--- src/rtl/rec_stream_tx.sv ---
// rtl/rec_stream_tx.sv - snapshots a record array and streams it out as bytes
//
// Purpose: on load_in, captures rec_in[0:NUM_REC-1] and emits 4 bytes per record
//   ({7'b0,a}, b[0], b[1], b[2]) over a valid/ready stream; optional per-byte bit
//   reversal for ascending-range consumers.
// Ports:
//   clk            clock, all logic on posedge
//   rst            synchronous active-high reset
//   rec_in         record array to transmit
//   load_in        capture rec_in and start a frame
//   tx             stream master (data, valid, last out; ready in)
//   busy_out       frame in progress
//   load_drop_out  1-cycle pulse: load_in ignored because a frame was in flight
//   frame_cnt_out  completed frames, wraps at 16'hFFFF

package rec_stream_pkg;
    typedef struct packed {
        logic            a;
        logic [2:0][7:0] b;
    } rec_type;
endpackage

module rec_stream_tx
    import rec_stream_pkg::*;
#(
    parameter int NUM_REC   = 2,
    parameter bit ASC_ORDER = 1'b0
) (
    input  logic               clk,
    input  logic               rst,
    input  rec_type            rec_in [0:NUM_REC-1],
    input  logic               load_in,
    rec_stream_tx_if.master    tx,
    output logic               busy_out,
    output logic               load_drop_out,
    output logic [15:0]        frame_cnt_out
);

    localparam logic [2:0] LAST_REC = 3'(NUM_REC - 1);

    typedef enum logic {
        IDLE,
        SEND
    } state_t;

    state_t state;
    state_t next_state;

    // Snapshot is always 8 deep so the 3-bit record index never runs off the end.
    rec_type [7:0] snap;
    rec_type       cur_rec;
    logic [2:0]    rec_idx;
    logic [1:0]    byte_idx;
    logic [15:0]   frame_cnt;
    logic          load_drop;

    logic          accept;
    logic          last_byte;
    logic          capture;
    logic          frame_done;
    logic          drop;
    logic [7:0]    byte_sel;
    logic [7:0]    byte_rev;

    assign accept    = (state == SEND) && tx.ready;
    assign last_byte = (rec_idx == LAST_REC) && (byte_idx == 2'd3);

    always_ff @(posedge clk) begin
        if (rst) begin
            state <= IDLE;
        end else begin
            state <= next_state;
        end
    end

    always_comb begin
        next_state = state;
        capture    = 1'b0;
        frame_done = 1'b0;
        drop       = 1'b0;
        case (state)
            IDLE: begin
                if (load_in) begin
                    capture    = 1'b1;
                    next_state = SEND;
                end
            end
            SEND: begin
                if (accept && last_byte) begin
                    frame_done = 1'b1;
                    // A load on the closing accept chains the next frame with no bubble.
                    if (load_in) begin
                        capture = 1'b1;
                    end else begin
                        next_state = IDLE;
                    end
                end else if (load_in) begin
                    drop = 1'b1;
                end
            end
            default: next_state = IDLE;
        endcase
    end

    always_ff @(posedge clk) begin
        if (rst) begin
            snap      <= '0;
            rec_idx   <= 3'd0;
            byte_idx  <= 2'd0;
            frame_cnt <= 16'd0;
            load_drop <= 1'b0;
        end else begin
            load_drop <= drop;
            if (frame_done) begin
                frame_cnt <= frame_cnt + 16'd1;
            end
            if (capture) begin
                for (int k = 0; k < NUM_REC; k++) begin
                    snap[k] <= rec_in[k];
                end
                rec_idx  <= 3'd0;
                byte_idx <= 2'd0;
            end else if (accept) begin
                byte_idx <= byte_idx + 2'd1;
                if (byte_idx == 2'd3) begin
                    rec_idx <= rec_idx + 3'd1;
                end
            end
        end
    end

    // Output byte is decoded from the held snapshot and indices, so it stays
    // stable for as long as the sink stalls.
    always_comb begin
        cur_rec = snap[rec_idx];
        case (byte_idx)
            2'd0:    byte_sel = {7'b0, cur_rec.a};
            2'd1:    byte_sel = cur_rec.b[0];
            2'd2:    byte_sel = cur_rec.b[1];
            default: byte_sel = cur_rec.b[2];
        endcase
    end

    always_comb begin
        byte_rev = 8'h00;
        for (int i = 0; i < 8; i++) begin
            byte_rev[i] = byte_sel[7-i];
        end
    end

    assign tx.valid      = (state == SEND);
    assign tx.last       = (state == SEND) && last_byte;
    assign tx.data       = (state == SEND) ? (ASC_ORDER ? byte_rev : byte_sel) : 8'h00;
    assign busy_out      = (state == SEND);
    assign load_drop_out = load_drop;
    assign frame_cnt_out = frame_cnt;

endmodule

--- src/rtl/rec_stream_tx_if.sv ---
// rtl/rec_stream_tx_if.sv - byte-stream handshake bundle for rec_stream_tx
//
// Purpose: groups the valid/ready byte stream produced by rec_stream_tx.
// Signals:
//   data   8  stream byte
//   valid  1  data is valid
//   ready  1  sink accepts the byte when valid && ready
//   last   1  final byte of a frame, qualified by valid
// Modports: master drives data/valid/last and samples ready; slave is the reverse.

interface rec_stream_tx_if;
    logic [7:0] data;
    logic       valid;
    logic       ready;
    logic       last;

    modport master (
        output data,
        output valid,
        output last,
        input  ready
    );

    modport slave (
        input  data,
        input  valid,
        input  last,
        output ready
    );
endinterface

--- src/flat_wrapper.sv ---
// flat-port wrapper written by rule: the top's interface ports become plain ports
module rec_stream_tx_flat import rec_stream_pkg::*;
#(
    parameter int NUM_REC   = 2,
    parameter bit ASC_ORDER = 1'b0
)
  (clk, rst, rec_in, load_in, busy_out, load_drop_out, frame_cnt_out, tx_data, tx_valid, tx_last, tx_ready);
  rec_stream_tx_if tx_i ();
  input  logic clk;
  input  logic rst;
  input  rec_type rec_in[0:NUM_REC-1];
  input  logic load_in;
  output logic busy_out;
  output logic load_drop_out;
  output logic [15:0] frame_cnt_out;
  output wire logic [$bits(tx_i.data)-1:0] tx_data;
  output wire logic [$bits(tx_i.valid)-1:0] tx_valid;
  output wire logic [$bits(tx_i.last)-1:0] tx_last;
  input wire logic [$bits(tx_i.ready)-1:0] tx_ready;
  assign tx_data = tx_i.data;
  assign tx_valid = tx_i.valid;
  assign tx_last = tx_i.last;
  assign tx_i.ready = tx_ready;
  rec_stream_tx #(.NUM_REC(NUM_REC), .ASC_ORDER(ASC_ORDER)) u_core (.clk(clk), .rst(rst), .rec_in(rec_in), .load_in(load_in), .tx(tx_i), .busy_out(busy_out), .load_drop_out(load_drop_out), .frame_cnt_out(frame_cnt_out));
endmodule
--- config.mk ---
export PLATFORM = sky130hd
export DESIGN_NAME = rec_stream_tx_flat
export DESIGN_NICKNAME = d
export VERILOG_FILES = /design/src/rtl/rec_stream_tx.sv /design/src/rtl/rec_stream_tx_if.sv /design/src/flat_wrapper.sv
export SDC_FILE = /design/constraint.sdc
export NUM_CORES = 1
export LEC_CHECK = 0
export BUFFER_PORTS_ARGS = -buffer_cell sky130_fd_sc_hd__buf_2
export CORE_ASPECT_RATIO = 0.6
export CORE_MARGIN = 4
export CORE_UTILIZATION = 55
export CTS_BUF_LIST = sky130_fd_sc_hd__clkbuf_8
export DETAILED_ROUTE_END_ITERATION = 10
export PLACE_DENSITY = 0.92
export RECOVER_POWER = 100
export SLEW_MARGIN = 5
export SYNTH_ARGS = -nofsm -noshare
export SYNTH_HDL_FRONTEND = slang
export SYNTH_SLANG_ARGS = --single-unit
--- constraint.sdc ---
create_clock -name clk -period 2.4 [get_ports clk]
set_input_delay 0.36 -clock clk [delete_from_list [all_inputs] [get_ports clk]]
set_output_delay 0.36 -clock clk [all_outputs]
set_load 0.03 [all_outputs]
---- Word-level counts from Yosys, hierarchy flattened ----
Cells that the tools add are included.
word-level totals
  flip-flop bits (word level) ............. 73
  latch bits .............................. 0
  memory bits (writable) .................. 0
  bits in read-only memories .............. 0
  bits of input ports ..................... 54
  output and inout port bits .............. 28
  word-level logic and storage cells ...... 41
  memories kept ........................... 0
cells by class
  add/subtract/negate cells ............... 3
  multiply operators ...................... 0
  divide/modulo/power cells ............... 0
  $lt $le $gt $ge ......................... 1
  equal/unequal tests ..................... 4
  shifts and indexed selects .............. 0
  mux-type cells .......................... 11
  bitwise gates (word level) .............. 1
  reductions and logical operators ........ 8
operators with widths
  operator                                                     count
  binary-select mux 25 bit (select 3 bit)                      1
  2-to-1 mux 25 bit                                            1
  one-hot mux 8 bit (3 select lines)                           1
  adder 16 x 1 -> 16 bit (second input constant)               1
  2-to-1 mux 8 bit                                             1
  2-to-1 mux 1 bit                                             5
  equality test 2 bit (second input constant)                  2
  logical AND 1 bit                                            4
  less-than comparator 3 x 4 -> 1 bit (second input constant)  1
  one-hot mux 1 bit (2 select lines)                           2
  adder 3 x 1 -> 3 bit (second input constant)                 1
  equality test 3 x 1 -> 1 bit (second input constant)         1
  OR reduction 3 bit                                           1
  adder 2 x 1 -> 2 bit (second input constant)                 1
  equality test 2 x 1 -> 1 bit (second input constant)         1
  logical NOT 2 bit                                            1
  AND reduction 2 bit                                          1
  OR reduction 2 bit                                           1
  inverter 1 bit                                               1

---- Depth between registers and ports, before layout ----
  depth in word-level cells ............... 6
  mapped depth ............................ 7
  mapped depth without buffers ............ 6

---- Worst setup path after synthesis ----
Ideal clock, no wire load.
  path kind ............................... flip-flop to output port
  start point ............................. reg u_core.rec_idx[0]
  end point ............................... out tx_data[0]
  data arrival time ....................... 2.018 ns
  required time ........................... 2.040 ns
  slack ................................... 0.022 ns
  cell stages (with the launch flop) ...... 7
  path buffers ............................ 3
  cell sequence ........................... dfxtp_1 buf_2 buf_2 buf_2 mux2i_1 nor2_1 a211oi_1
between the ends
  word-level cells in the longest chain between the ends .. 4
RTL lines
  item                                     RTL line              text
  start: declaration                       rec_stream_tx.sv:52   logic [2:0] rec_idx;
  start signal: assignment                 rec_stream_tx.sv:126  rec_idx <= rec_idx + 3'd1;
  binary-select mux 25 bit (select 3 bit)  rec_stream_tx.sv:135  cur_rec = snap[rec_idx];
  2-to-1 mux 25 bit (implied by the code)  rec_stream_tx.sv:135
  one-hot mux 8 bit (3 select lines)       rec_stream_tx.sv:136  case (byte_idx)
  2-to-1 mux 8 bit                         rec_stream_tx.sv:153  assign tx.data = (state == SEND) ? (ASC_ORDER ? byte_rev : byte_sel) : 8'h00;
  end: declaration                         flat_wrapper.sv:16    output wire logic [$bits(tx_i.data)-1:0] tx_data;
No other way between the ends. The select of a mux whose other input is x is not followed.

---- Final worst setup path ----
  start point ............................. reg u_core.rec_idx[0]
  end point ............................... out tx_data[7]
Same word-level chain as after synthesis.

==> metrics <==
result of the run completed; die outline height 67.76 um; Antenna Diode Count 0; number of primary I/O pins 82; sequence of cells on the critical path buf_12 -> mux2_2 -> a221oi_1 -> a211oi_1 -> buf_2; detailed-router iteration count before antenna repair 6; number of DRC violations after detailed routing 0; Routed Antenna Nets 0; via count of the first global-routing pass 2839; Critical Path Sink Type output port; register bit total from synthesis 73; Finish-stage setup viols 0; Routed WL 9207 um; Clock Sink Count 73; Port Buffer Count 81; Final Cell Area 0.003984 mm^2; overall track demand over capacity in global routing 24.21%; count of standard-cell rows 21; portion of total power attributed to sequential cells 52.7%; critical path's slowest cell sky130_fd_sc_hd__dfxtp_2; average via count per standard cell 5.788; worst min path class input port to register; CTS H-tree lvls 3; part of the Yosys area used for sequential elements 44.65%; largest net degree at the start of global routing 74; leakage power summed over all cells 0.001604 uW; global-route wire length before repair 13610 um; iteration-0 DRC count of the detailed router 365; smallest hold slack 238.9 ps; syn_area_per_cell 8.393 um^2; fraction of layout cells with a size suffix above 1 28.85%; share of flip-flops with an asynchronous set or reset after synthesis 0%; cell area reported after detailed placement 0.003724 mm^2; worst slew slack as a fraction of its limit 66.51%; power per standard cell area 616.5 mW/mm^2; final-layout fill cell count 433; Clk Tree Root Cell sky130_fd_sc_hd__clkbuf_8; Syn-to-layout area delta 21.71%; startpoint kind of the worst setup timing path register; maximum root-to-sink buffer count 2; count of distinct cell types in the synthesized netlist 40; final hold viol count 0; worst endpoint data arrival time 1970 ps; core outline area 0.005675 mm^2; most used flip-flop cell after synthesis sky130_fd_sc_hd__dfxtp_1; Internal Dissipation 1828 uW; Syn Nets 452; DP Wirelength 6095 um; TritonCTS clock tree done; most frequent standard cell in the layout excluding fill and tap cells sky130_fd_sc_hd__nand2_1; Final Net Count 525; Post-CTS Hold Fix Bufs 0; weighted congestion reported at the end of routability-driven placement 0.8534; number of maximum-capacitance constraint violations 0; Critical Setup Path Class register to output port; initial antenna violation count 0; Worst EP required 2040 ps; EDFF count, synth 0; DR WL/cell 16.80 um; Tightest Pin Transition 502.3 ps; setup ws final 72.38 ps; Clock transition at path regs 70 ps; worst reg-to-reg path cell count 5; part of the total power dissipated in combinational logic 9.8%; number of buffers added by the clock tree synthesis step 9; warning count from the yosys run 0; worst clock skew 4.423 ps; post-route minimum period 2328 ps; Setup TNS Final 0 ps; utilization of the core after routing 70.19%; critical-path maximum fanout 17; clock insertion delay at the later pin of the skew report 350 ps; part of the total power dissipated in the clock network 37.5%; worst-case setup slack after placement 332.3 ps; overflow left after global routing 0; switching power share of the total 25.59%; total via count after detailed routing 3172; switching component of the power 628.5 uW; Period Utilization, post-route 96.98%; peak ir drop on the vdd network 0.3867 mV; maximum achievable frequency 429.6 MHz; final number of max-transition violations 0; crit-path max cell delay 390 ps; width of the die 107.6 um; synthesized area 0.003273 mm^2; Worst Hold Depth 3; floorplan die area 0.007290 mm^2; gate count after technology mapping 390; initial cell density of the core 57.67%; commonest cells after routing, fill and taps aside 108 x sky130_fd_sc_hd__nand2_1, 78 x sky130_fd_sc_hd__buf_2, 70 x sky130_fd_sc_hd__dfxtp_1
## registers in the layout, indices dropped and copies added, names as in the netlist
name                  flops
u_core.byte_idx           2
u_core.frame_cnt_out     16
u_core.snap              50
u_core.busy_out           1
u_core.rec_idx            3
u_core.load_drop_out      1
## synth_stat cells, types with 3 or more instances
library cell,count,area (um^2)
sky130_fd_sc_hd__or4_1,4,30.03
sky130_fd_sc_hd__o21ai_0,3,15.01
sky130_fd_sc_hd__mux2_2,14,157.7
sky130_fd_sc_hd__xnor2_1,6,52.55
sky130_fd_sc_hd__dfxtp_1,73,1461
sky130_fd_sc_hd__nand4_1,5,31.28
sky130_fd_sc_hd__ha_1,8,100.1
sky130_fd_sc_hd__a211oi_1,8,60.06
sky130_fd_sc_hd__o31ai_1,4,30.03
sky130_fd_sc_hd__nor2_1,12,45.04
sky130_fd_sc_hd__a221oi_1,7,61.31
sky130_fd_sc_hd__xor2_1,5,43.79
sky130_fd_sc_hd__nand3_1,3,15.01
sky130_fd_sc_hd__clkbuf_1,18,67.56
sky130_fd_sc_hd__buf_2,5,25.02
sky130_fd_sc_hd__a21oi_1,58,290.3
sky130_fd_sc_hd__mux2i_1,11,110.1
sky130_fd_sc_hd__nand2_1,108,405.4
sky130_fd_sc_hd__inv_1,5,18.77
sky130_fd_sc_hd__nor3_1,7,35.03
## what timing repair did
action                     CTS  global route
setup endpoints to repair    2             6
pin swaps                    1             3
cloned                       0             0
buffers inserted             0             3
gates resized for setup      3            14
## cells by family (layout without fill, tap and decap cells)
logic type,count (synthesis),in the layout,synth area share [%]
multiplexers,25,25,8.181
AO/OA/AOI/OAI,85,85,15.33
XOR/XNOR,11,11,2.943
AND/OR/NAND/NOR,155,155,21.22
flip-flops,73,73,44.65
adder cells (fa/ha/maj),8,8,3.058
buffers and inverters,33,111,4.625
## worst paths after layout
| path | from | endpoint | slack (ps) |
|---|---|---|---|
| max | u_core.rec_idx[0] | tx_data[7] | 70 |
| min | rec_in[3] | u_core.snap[28] | 240 |
| max reg2reg | u_core.byte_idx[0] | u_core.frame_cnt_out[15] | 410 |
| min reg2reg | u_core.snap[16] | u_core.snap[16] | 460 |
## final cells by class
| cell class | instances | area (um^2) | share of cell area, % |
|---|---|---|---|
| repair buffers | 90 | 510.5 | 12.81 |
| clock buffers | 9 | 123.9 | 3.109 |
| multi-input cells | 284 | 1698 | 42.62 |
| flip-flops and latches | 73 | 1470 | 36.90 |
| well taps | 80 | 100.1 | 2.513 |
| clock inverters | 7 | 62.56 | 1.570 |
| inverters | 5 | 18.77 | 0.4711 |
## per-layer routing
metal | track usage, % | vias to the layer above | routed length (um)
met3 | 10.12 | 29 | 957
li1 | - | 1492 | -
met4 | 3.937 | 0 | 248
met2 | 37.69 | 192 | 3903
met1 | 32.18 | 1459 | 4098
met5 | 0 | - | 0
## critical path: cells and delay by family, from the launching register on
family | cells | cell delay (ps)
multiplexers | 1 | 350
buffers and inverters | 2 | 390
flip-flops | 1 | 390
AO/OA/AOI/OAI | 2 | 480
## metrics by stage
step,cells,power [uW]
detailed placement,529,1547
global route,548,2539
finish,548,2456
CTS,545,2452
floorplan,390,1451
global placement,529,1534
## power groups by stage
| stage | Sequential (uW) | Clock [uW] | Combinational [uW] |
|---|---|---|---|
| 2_1_floorplan | 1310 | 0 | 141 |
| 3_3_place_gp | 1320 | 0 | 217 |
| 3_5_place_dp | 1320 | 0 | 228 |
| 4_1_cts | 1290 | 930 | 231 |
| 5_1_grt | 1300 | 979 | 263 |
| 6_report | 1290 | 922 | 241 |
Note: power is estimated with default switching activity, not from simulation.
